$ cat src/rtl/lcd_st7789_rx.sv
// Display-side receiver for a 4-wire ST7789-style SPI link. It oversamples the pins,
// rebuilds bytes, decodes the command set and emits addressed RGB565 pixel writes.
module lcd_st7789_rx #(
    parameter int SYNC_STAGES = 2,
    parameter int DISP_W      = 135,
    parameter int DISP_H      = 240
) (
    input  logic        clk,
    input  logic        rst,
    input  logic        lcd_rst,
    input  logic        lcd_cs,
    input  logic        lcd_scl,
    input  logic        lcd_sd,
    input  logic        lcd_rs,
    output logic        byte_valid,
    output logic [7:0]  byte_data,
    output logic        byte_is_dat,
    output logic        cmd_valid,
    output logic [7:0]  cmd_code,
    output logic        pix_valid,
    output logic [15:0] pix_x,
    output logic [15:0] pix_y,
    output logic [15:0] pix_data,
    output logic        sleep_out,
    output logic        disp_on,
    output logic        inv_on,
    output logic        err_window
);

    typedef enum logic [1:0] {S_CMD, S_ARGS, S_HI, S_LO} state_t;

    // Pin order {lcd_rst, rs, sd, scl, cs}; idle levels keep cs and lcd_rst inactive
    localparam logic [4:0] SYNC_IDLE = 5'b10001;
    localparam logic [15:0] XE_RST = 16'(DISP_W - 1);
    localparam logic [15:0] YE_RST = 16'(DISP_H - 1);

    logic [SYNC_STAGES-1:0][4:0] sync;
    logic        cs_s, scl_s, sd_s, rs_s, lrst_s, scl_q, rise;
    logic [2:0]  bitcnt;
    logic [6:0]  shreg;

    state_t      state;
    logic [1:0]  argcnt;
    logic [23:0] argbuf;
    logic        arg_row;
    logic [15:0] xs, xe, ys, ye, x, y;
    logic [7:0]  hi;
    logic        ram_bad;
    logic        swreset;

    assign {lrst_s, rs_s, sd_s, scl_s, cs_s} = sync[SYNC_STAGES-1];
    assign rise    = scl_s & ~scl_q;
    assign swreset = byte_valid & ~byte_is_dat & (byte_data == 8'h01);

    // Pin synchronisers plus the delayed SCL used for edge detection
    always_ff @(posedge clk) begin
        if (!rst) begin
            sync  <= {SYNC_STAGES{SYNC_IDLE}};
            scl_q <= 1'b0;
        end else begin
            sync  <= {sync[SYNC_STAGES-2:0], {lcd_rst, lcd_rs, lcd_sd, lcd_scl, lcd_cs}};
            scl_q <= scl_s;
        end
    end

    // Byte assembly; panel reset wins over a byte completing in the same cycle
    always_ff @(posedge clk) begin
        if (!rst || !lrst_s) begin
            bitcnt      <= '0;
            shreg       <= '0;
            byte_valid  <= 1'b0;
            byte_data   <= '0;
            byte_is_dat <= 1'b0;
        end else begin
            byte_valid <= 1'b0;
            if (cs_s) begin
                bitcnt <= '0;
            end else if (rise) begin
                shreg  <= {shreg[5:0], sd_s};
                bitcnt <= bitcnt + 3'd1;
                if (bitcnt == 3'd7) begin
                    byte_valid  <= 1'b1;
                    byte_data   <= {shreg, sd_s};
                    byte_is_dat <= rs_s;
                end
            end
        end
    end

    // Command decoder, window registers and pixel address generator
    always_ff @(posedge clk) begin
        if (!rst || !lrst_s || swreset) begin
            // SWRESET still reports its own command pulse
            cmd_valid  <= rst & lrst_s;
            cmd_code   <= (rst & lrst_s) ? 8'h01 : 8'h00;
            state      <= S_CMD;
            pix_valid  <= 1'b0;
            pix_x      <= '0;
            pix_y      <= '0;
            pix_data   <= '0;
            sleep_out  <= 1'b0;
            disp_on    <= 1'b0;
            inv_on     <= 1'b0;
            err_window <= 1'b0;
            xs         <= '0;
            xe         <= XE_RST;
            ys         <= '0;
            ye         <= YE_RST;
            x          <= '0;
            y          <= '0;
            argcnt     <= '0;
            argbuf     <= '0;
            arg_row    <= 1'b0;
            hi         <= '0;
            ram_bad    <= 1'b0;
        end else begin
            cmd_valid <= 1'b0;
            pix_valid <= 1'b0;
            if (byte_valid && !byte_is_dat) begin
                cmd_valid <= 1'b1;
                cmd_code  <= byte_data;
                state     <= S_CMD;
                case (byte_data)
                    8'h10: sleep_out <= 1'b0;
                    8'h11: sleep_out <= 1'b1;
                    8'h20: inv_on    <= 1'b0;
                    8'h21: inv_on    <= 1'b1;
                    8'h28: disp_on   <= 1'b0;
                    8'h29: disp_on   <= 1'b1;
                    8'h2A, 8'h2B: begin
                        state   <= S_ARGS;
                        argcnt  <= '0;
                        arg_row <= byte_data[0];
                    end
                    8'h2C: begin
                        state   <= S_HI;
                        x       <= xs;
                        y       <= ys;
                        ram_bad <= (xs > xe) || (ys > ye);
                        if ((xs > xe) || (ys > ye)) err_window <= 1'b1;
                    end
                    default: ;
                endcase
            end else if (byte_valid) begin
                case (state)
                    S_ARGS: begin
                        argcnt <= argcnt + 2'd1;
                        argbuf <= {argbuf[15:0], byte_data};
                        if (argcnt == 2'd3) begin
                            state <= S_CMD;
                            if (arg_row) begin
                                ys <= argbuf[23:8];
                                ye <= {argbuf[7:0], byte_data};
                            end else begin
                                xs <= argbuf[23:8];
                                xe <= {argbuf[7:0], byte_data};
                            end
                        end
                    end
                    S_HI: begin
                        hi    <= byte_data;
                        state <= S_LO;
                    end
                    S_LO: begin
                        state <= S_HI;
                        if (!ram_bad) begin
                            pix_valid <= 1'b1;
                            pix_x     <= x;
                            pix_y     <= y;
                            pix_data  <= {hi, byte_data};
                        end
                        if (x == xe) begin
                            x <= xs;
                            y <= (y == ye) ? ys : y + 16'd1;
                        end else begin
                            x <= x + 16'd1;
                        end
                    end
                    default: ;
                endcase
            end
        end
    end

endmodule

$ cat config.mk
export PLATFORM = sky130hd
export DESIGN_NAME = lcd_st7789_rx
export DESIGN_NICKNAME = d
export VERILOG_FILES = /design/src/rtl/lcd_st7789_rx.sv
export SDC_FILE = /design/constraint.sdc
export NUM_CORES = 1
export LEC_CHECK = 0
export CORE_MARGIN = 2
export CORE_UTILIZATION = 50
export DETAILED_ROUTE_END_ITERATION = 7
export PLACE_DENSITY = 0.7
export SLEW_MARGIN = 0
export SYNTH_ARGS = -nofsm -noshare
export SYNTH_HDL_FRONTEND = slang
export SYNTH_SLANG_ARGS = --single-unit
$ cat constraint.sdc
create_clock -name clk -period 2.9 [get_ports clk]
set_input_delay 0.87 -clock clk [delete_from_list [all_inputs] [get_ports clk]]
set_output_delay 0.87 -clock clk [all_outputs]
set_load 0.02 [all_outputs]
======== Yosys cells after proc, flatten, opt, wreduce, memory -nomap -nowiden ========
Cells that the tools add are included.
operators by class
  equality and inequality tests ........... 20
  reductions and logical operators ........ 37
  add/subtract/negate cells ............... 4
  magnitude comparators ................... 2
  bitwise logic cells ..................... 13
  multiplexer cells ....................... 30
operators with widths
  kind                                                    count
  two-way mux 16 bit                                      11
  == test 8 x 6 -> 1 bit (second input constant)          7
  adder 16 x 1 -> 16 bit (second input constant)          2
  == test 16 bit                                          2
  greater-than comparator 16 bit                          2
  AND reduction 3 bit                                     7
  == test 8 x 5 -> 1 bit (second input constant)          2
  two-way mux 8 bit                                       2
  nonzero test 2 bit                                      8
  two-way mux 2 bit                                       7
  AND reduction 2 bit                                     6
  AND reduction 5 bit                                     2
  inverter 1 bit                                          9
  == test 8 x 1 -> 1 bit (second input constant)          1
  AND reduction 4 bit                                     2
  == test 2 bit (second input constant)                   3
  case mux 1 bit (2 select lines)                         3
  case mux 2 bit (3 select lines)                         1
  two-way mux 1 bit                                       5
  bitwise AND 1 bit                                       4
  inequality test 2 x 1 -> 1 bit (second input constant)  2
  case mux 2 bit (2 select lines)                         1
  nonzero test 4 bit                                      1
  OR reduction 2 bit                                      2
  10 further kinds                                        14
word-level totals
  output and inout bits ................... 72
  flip-flop bits (word level) ............. 227
  word-level logic and storage cells ...... 136

======== Logic depth before layout (Yosys ltp) ========
  word-level depth ........................ 6
  depth in mapped cells ................... 10
  mapped depth without buffers ............ 8

======== Least setup slack after synthesis ========
OpenSTA, ideal clock, no wires.
  path kind ............................... register to register
  from .................................... register byte_valid
  to ...................................... register y[0]
  setup time .............................. 0.074 ns
  arrival time ............................ 2.392 ns
  data required time ...................... 2.826 ns
  cell stages (with the launch flop) ...... 9
  slack ................................... 0.434 ns
  buffers on the path ..................... 2
  cell sequence ........................... dfxtp_1 > clkbuf_2 > or4b_4 > nor4_4 > or2_1 > buf_6 > o21ai_4 > or4_1 > a31oi_1
between the ends
  cells in the longest elaborated chain, start to end .. 3
ends and longest elaborated chain
  item                                                                           RTL line  RTL
  start, declared                                                                15        output logic byte_valid,
  start signal, assigned                                                         71        byte_valid <= 1'b0;
  start signal, assigned                                                         75        byte_valid <= 1'b0;
  start signal, assigned                                                         82        byte_valid <= 1'b1;
  logical AND 1 bit or bitwise AND 1 bit (tied branches)                         119, 53
  inequality test 2 x 1 -> 1 bit (no source line), or another cell as far along  n/a
  AND reduction 4 bit (no source line) or logical OR 1 bit (tied branches)       n/a
  end signal, assigned                                                           138       y <= ys;
  end signal, assigned                                                           174       y <= (y == ye) ? ys : y + 16'd1;
  end, declared                                                                  46        logic [15:0] xs, xe, ys, ye, x, y;
Several ways; a longest one is shown, not always the timed one.
A chain may end at the register's enable or synchronous reset.

======== Final worst setup path ========
  from .................................... register byte_data[0]
  to ...................................... output byte_data[0]
RTL lines
  item                    RTL line  RTL
  start, declared         16        output logic [7:0] byte_data,
  start signal, assigned  83        byte_data <= {shreg, sd_s};
No word-level cell between the ends.

==> metrics list <==
- The run finished with clean final reports.
- The die covers around 21000 um^2.
- Counting every net in the synthesized netlist gives ~1300.
- Most common cell after layout, fill and taps aside: sky130_fd_sc_hd__nand2_1
- Of the synthesized area, sequential elements account for 0.459.
- Weighted congestion at the end of routability-driven global placement: 0.912
- Cell area after layout: 12000 um^2
- The number of antenna violations at the first check in global routing came to 0.
- Number of library cell types mapped by synthesis: ~50
* Number of buffers created by CTS: 25
- The routed design has 26000 um of wire.
- Clock tree from TritonCTS: yes
* Post-synth design cell area: about 10000 um^2
* Number of I/O port buffers: 78
- Across the routed clock network, the largest skew measured is 0.0109 ns.
* Nets: 1350
- Critical path capture point type: primary output
* First-pass GRT wire length: 42600 um
- In the final layout, the share of cells above drive strength 1 is 0.0696.
- IR drop worst, VDD: 552 uV
* Leading cell types in the layout, fill and taps excluded: sky130_fd_sc_hd__nand2_1, sky130_fd_sc_hd__dfxtp_1, sky130_fd_sc_hd__a21oi_1
- Remaining global-route overflow: 0
* Cell type with the highest aggregate area in the netlist: sky130_fd_sc_hd__dfxtp_1
* Routed via count: 8761
* Number of flops mapped to enable cells by yosys: 8
- The share of synthesized area in the top cell type comes to 0.435.
* Number of levels in the clock H-tree: 1
- The wire-length estimate of the detail-placed layout is 18100 um.
- Overall power consumption: ~6600 uW
- The setup path with the least slack is of type register to primary output.
* Total of warnings raised by yosys: 0
- Endpoint arrival time on the critical path: 1.92 ns
* Max_slew headroom: 0.378
- Hold violation count in the final report: 0
- In the synthesized netlist the dominant register cell turns out to be sky130_fd_sc_hd__dfxtp_1.
- Number of max-slew violations in the final report: 0
- Power density normalized to cell area: 549 nW/um^2
- Along the worst path, the maximum fanout reaches 9.
* CTS clock-pin slew for the worst setup and hold paths: 0.06 ns
* Clock latency reported for the late side of the worst-skew pair: around 0.53 ns
- Max-cap violations in this run came to 0.
- Fin crit share: 0.961
- Setup repair after global routing left no endpoint under its margin.
- Setup violation total in the final timing report: 0
- Final Core Density: 0.615
* Tightest Pin Transition: 0.929 ns
- Synthesis produced a netlist whose cell count is 1258.
- The smallest clock period supported by the final layout is computed as roughly 2.8 ns.
- Synthesis inferred around 230 register bits.
- After the first detailed-routing iteration, the DRC count stood at 580.
* DRC viols: 0
* Horiz. Die Dim: 146 um
* Total routing usage reported by global routing: 0.242
* Required time reported for the critical path endpoint: 2.03 ns
- The detail route stage leaves a number of antenna-violating nets equal to 0.
- Number of global-route vias before repair: 8182
- Averaged over all synthesized cells, the footprint is 8.00 um^2.
- The clock passes through at most 3 buffers.
- The floorplan has between 50 and 60 rows.
- Avg WL per Cell: 16.4 um
* Hold_ws: 0.416 ns
* Per-cell via count in the routed design: 5.52
- Postcts setup bufs: 0
- Buffers inserted to repair hold after CTS numbered 0.
- Die outline height: 146 um
* Hold Crit Class: register to register
* Area contributors post-synth: sky130_fd_sc_hd__dfxtp_1, sky130_fd_sc_hd__nand2_1, sky130_fd_sc_hd__a21oi_1
- Achievable Freq: 359 MHz
- 0 antenna diodes ended up in the layout.
- The initial utilization of the core area, before any placement, comes to 0.514.
- Standby leakage power: approximately 0.0042 uW
* Placed standard-cell area: 11100 um^2
- Pre-antenna DRT Iters: 5
* Async S/R FF share, synth: 0
* Core area: between 15000 and 20000 um^2
- The tree is rooted in a sky130_fd_sc_hd__clkbuf_16.
- In this run the count of I/O pins placed on the die edge is 79.
- Post-CTS sizing: 0
- Critical path launch point type: register
* Area growth from synthesis to layout: 19.6%
- The clock drives 227 sinks.
* Final-layout setup total negative slack: 0 ns
- Pin count of the biggest net entering global routing: 48
==> kinds of logic (layout without fill, tap and decap cells) <==
kind of cell	count (synthesis)	in the layout	synth area share
muxes	36	36	0.0358
AOI/OAI and AO/OA	252	252	0.139
adders and majority gates	40	40	0.0497
and+or+nand+nor	535	535	0.235
xor gates and xnor gates	33	33	0.0287
DFF	227	227	0.459
buffers and inverters	135	198	0.0523
==> where the power goes <==
group          total, uW  internal (uW)  switching [uW]
Combinational        126           44.5            81.6
Clock               3330           2040            1290
Sequential          3150           3150            5.34
Total               6610           5230            1380
==> path summary, 6_finish.rpt <==
| check | startpoint | to | slack (ns) | cells after the start |
|---|---|---|---|---|
| max | byte_data[0]$_SDFFE_PN0P_ | byte_data[0] | 0.11 | 2 |
| min | sync[4]$_SDFF_PN1_ | lrst_s$_SDFF_PN1_ | 0.42 | 1 |
| min reg2reg | sync[4]$_SDFF_PN1_ | lrst_s$_SDFF_PN1_ | 0.42 | 1 |
| max reg2reg | byte_valid$_SDFF_PP0_ | y[0]$_SDFFE_PN0P_ | 0.30 | 6 |
==> Yosys cell counts (8+ instances only) <==
master                     number
sky130_fd_sc_hd__a21oi_1      167
sky130_fd_sc_hd__a31oi_1       15
sky130_fd_sc_hd__and2_1        16
sky130_fd_sc_hd__and3_1        11
sky130_fd_sc_hd__buf_1          9
sky130_fd_sc_hd__clkbuf_1      82
sky130_fd_sc_hd__dfxtp_1      219
sky130_fd_sc_hd__edfxtp_1       8
sky130_fd_sc_hd__ha_1          40
sky130_fd_sc_hd__inv_1         38
sky130_fd_sc_hd__mux2i_1       36
sky130_fd_sc_hd__nand2_1      346
sky130_fd_sc_hd__nand3_1       34
sky130_fd_sc_hd__nand4_1       20
sky130_fd_sc_hd__nor2_1        42
sky130_fd_sc_hd__nor3_1        16
sky130_fd_sc_hd__nor4_1        10
sky130_fd_sc_hd__o211ai_1      11
sky130_fd_sc_hd__o21a_1         8
sky130_fd_sc_hd__o21ai_0       19
sky130_fd_sc_hd__o22ai_1       15
sky130_fd_sc_hd__or3_1          8
sky130_fd_sc_hd__xnor2_1       33
==> registers in the layout (all words and copies together) (netlist names), 2 cells and up <==
| register | count |
|---|---|
| pix_data | 16 |
| pix_y | 16 |
| argbuf | 24 |
| pix_x | 16 |
| sync | 5 |
| xs | 16 |
| hi | 8 |
| byte_data | 8 |
| y | 16 |
| shreg | 7 |
| ye | 16 |
| xe | 16 |
| argcnt | 2 |
| bitcnt | 3 |
| state | 2 |
| x | 16 |
| cmd_code | 8 |
| ys | 16 |
==> stage by stage <==
stage,setup slack (ns),instances
after global routing,0.0386,1586
after CTS,0.0576,1586
after floorplan,0.434,1258
final,0.112,1586
after detailed placement,0.387,1541
after global placement,0.425,1541
==> worst max-delay path: stages (launching register included) <==
cell and delay (ns):
sky130_fd_sc_hd__dfxtp_1 0.52, sky130_fd_sc_hd__buf_4 0.25, sky130_fd_sc_hd__clkdlybuf4s50_1 0.62
==> final cells by class <==
type / count / area [um^2]
inverters: 38 / 143
clock inverters: 8 / 123
fillers: 1761 / 7550
well taps: 265 / 332
multi-input cells: 896 / 4940
clock buffers: 37 / 772
repair buffers: 115 / 1110
flip-flops and latches: 227 / 4620
==> routing by layer <==
layer	up-vias	part of all wire	GRT usage
li1	4339	-	-
met1	4085	0.46	0.343
met2	280	0.44	0.382
met3	57	0.069	0.0342
met4	0	0.026	0.0740
met5	-	0	0
(Power assumes the default switching activity.)
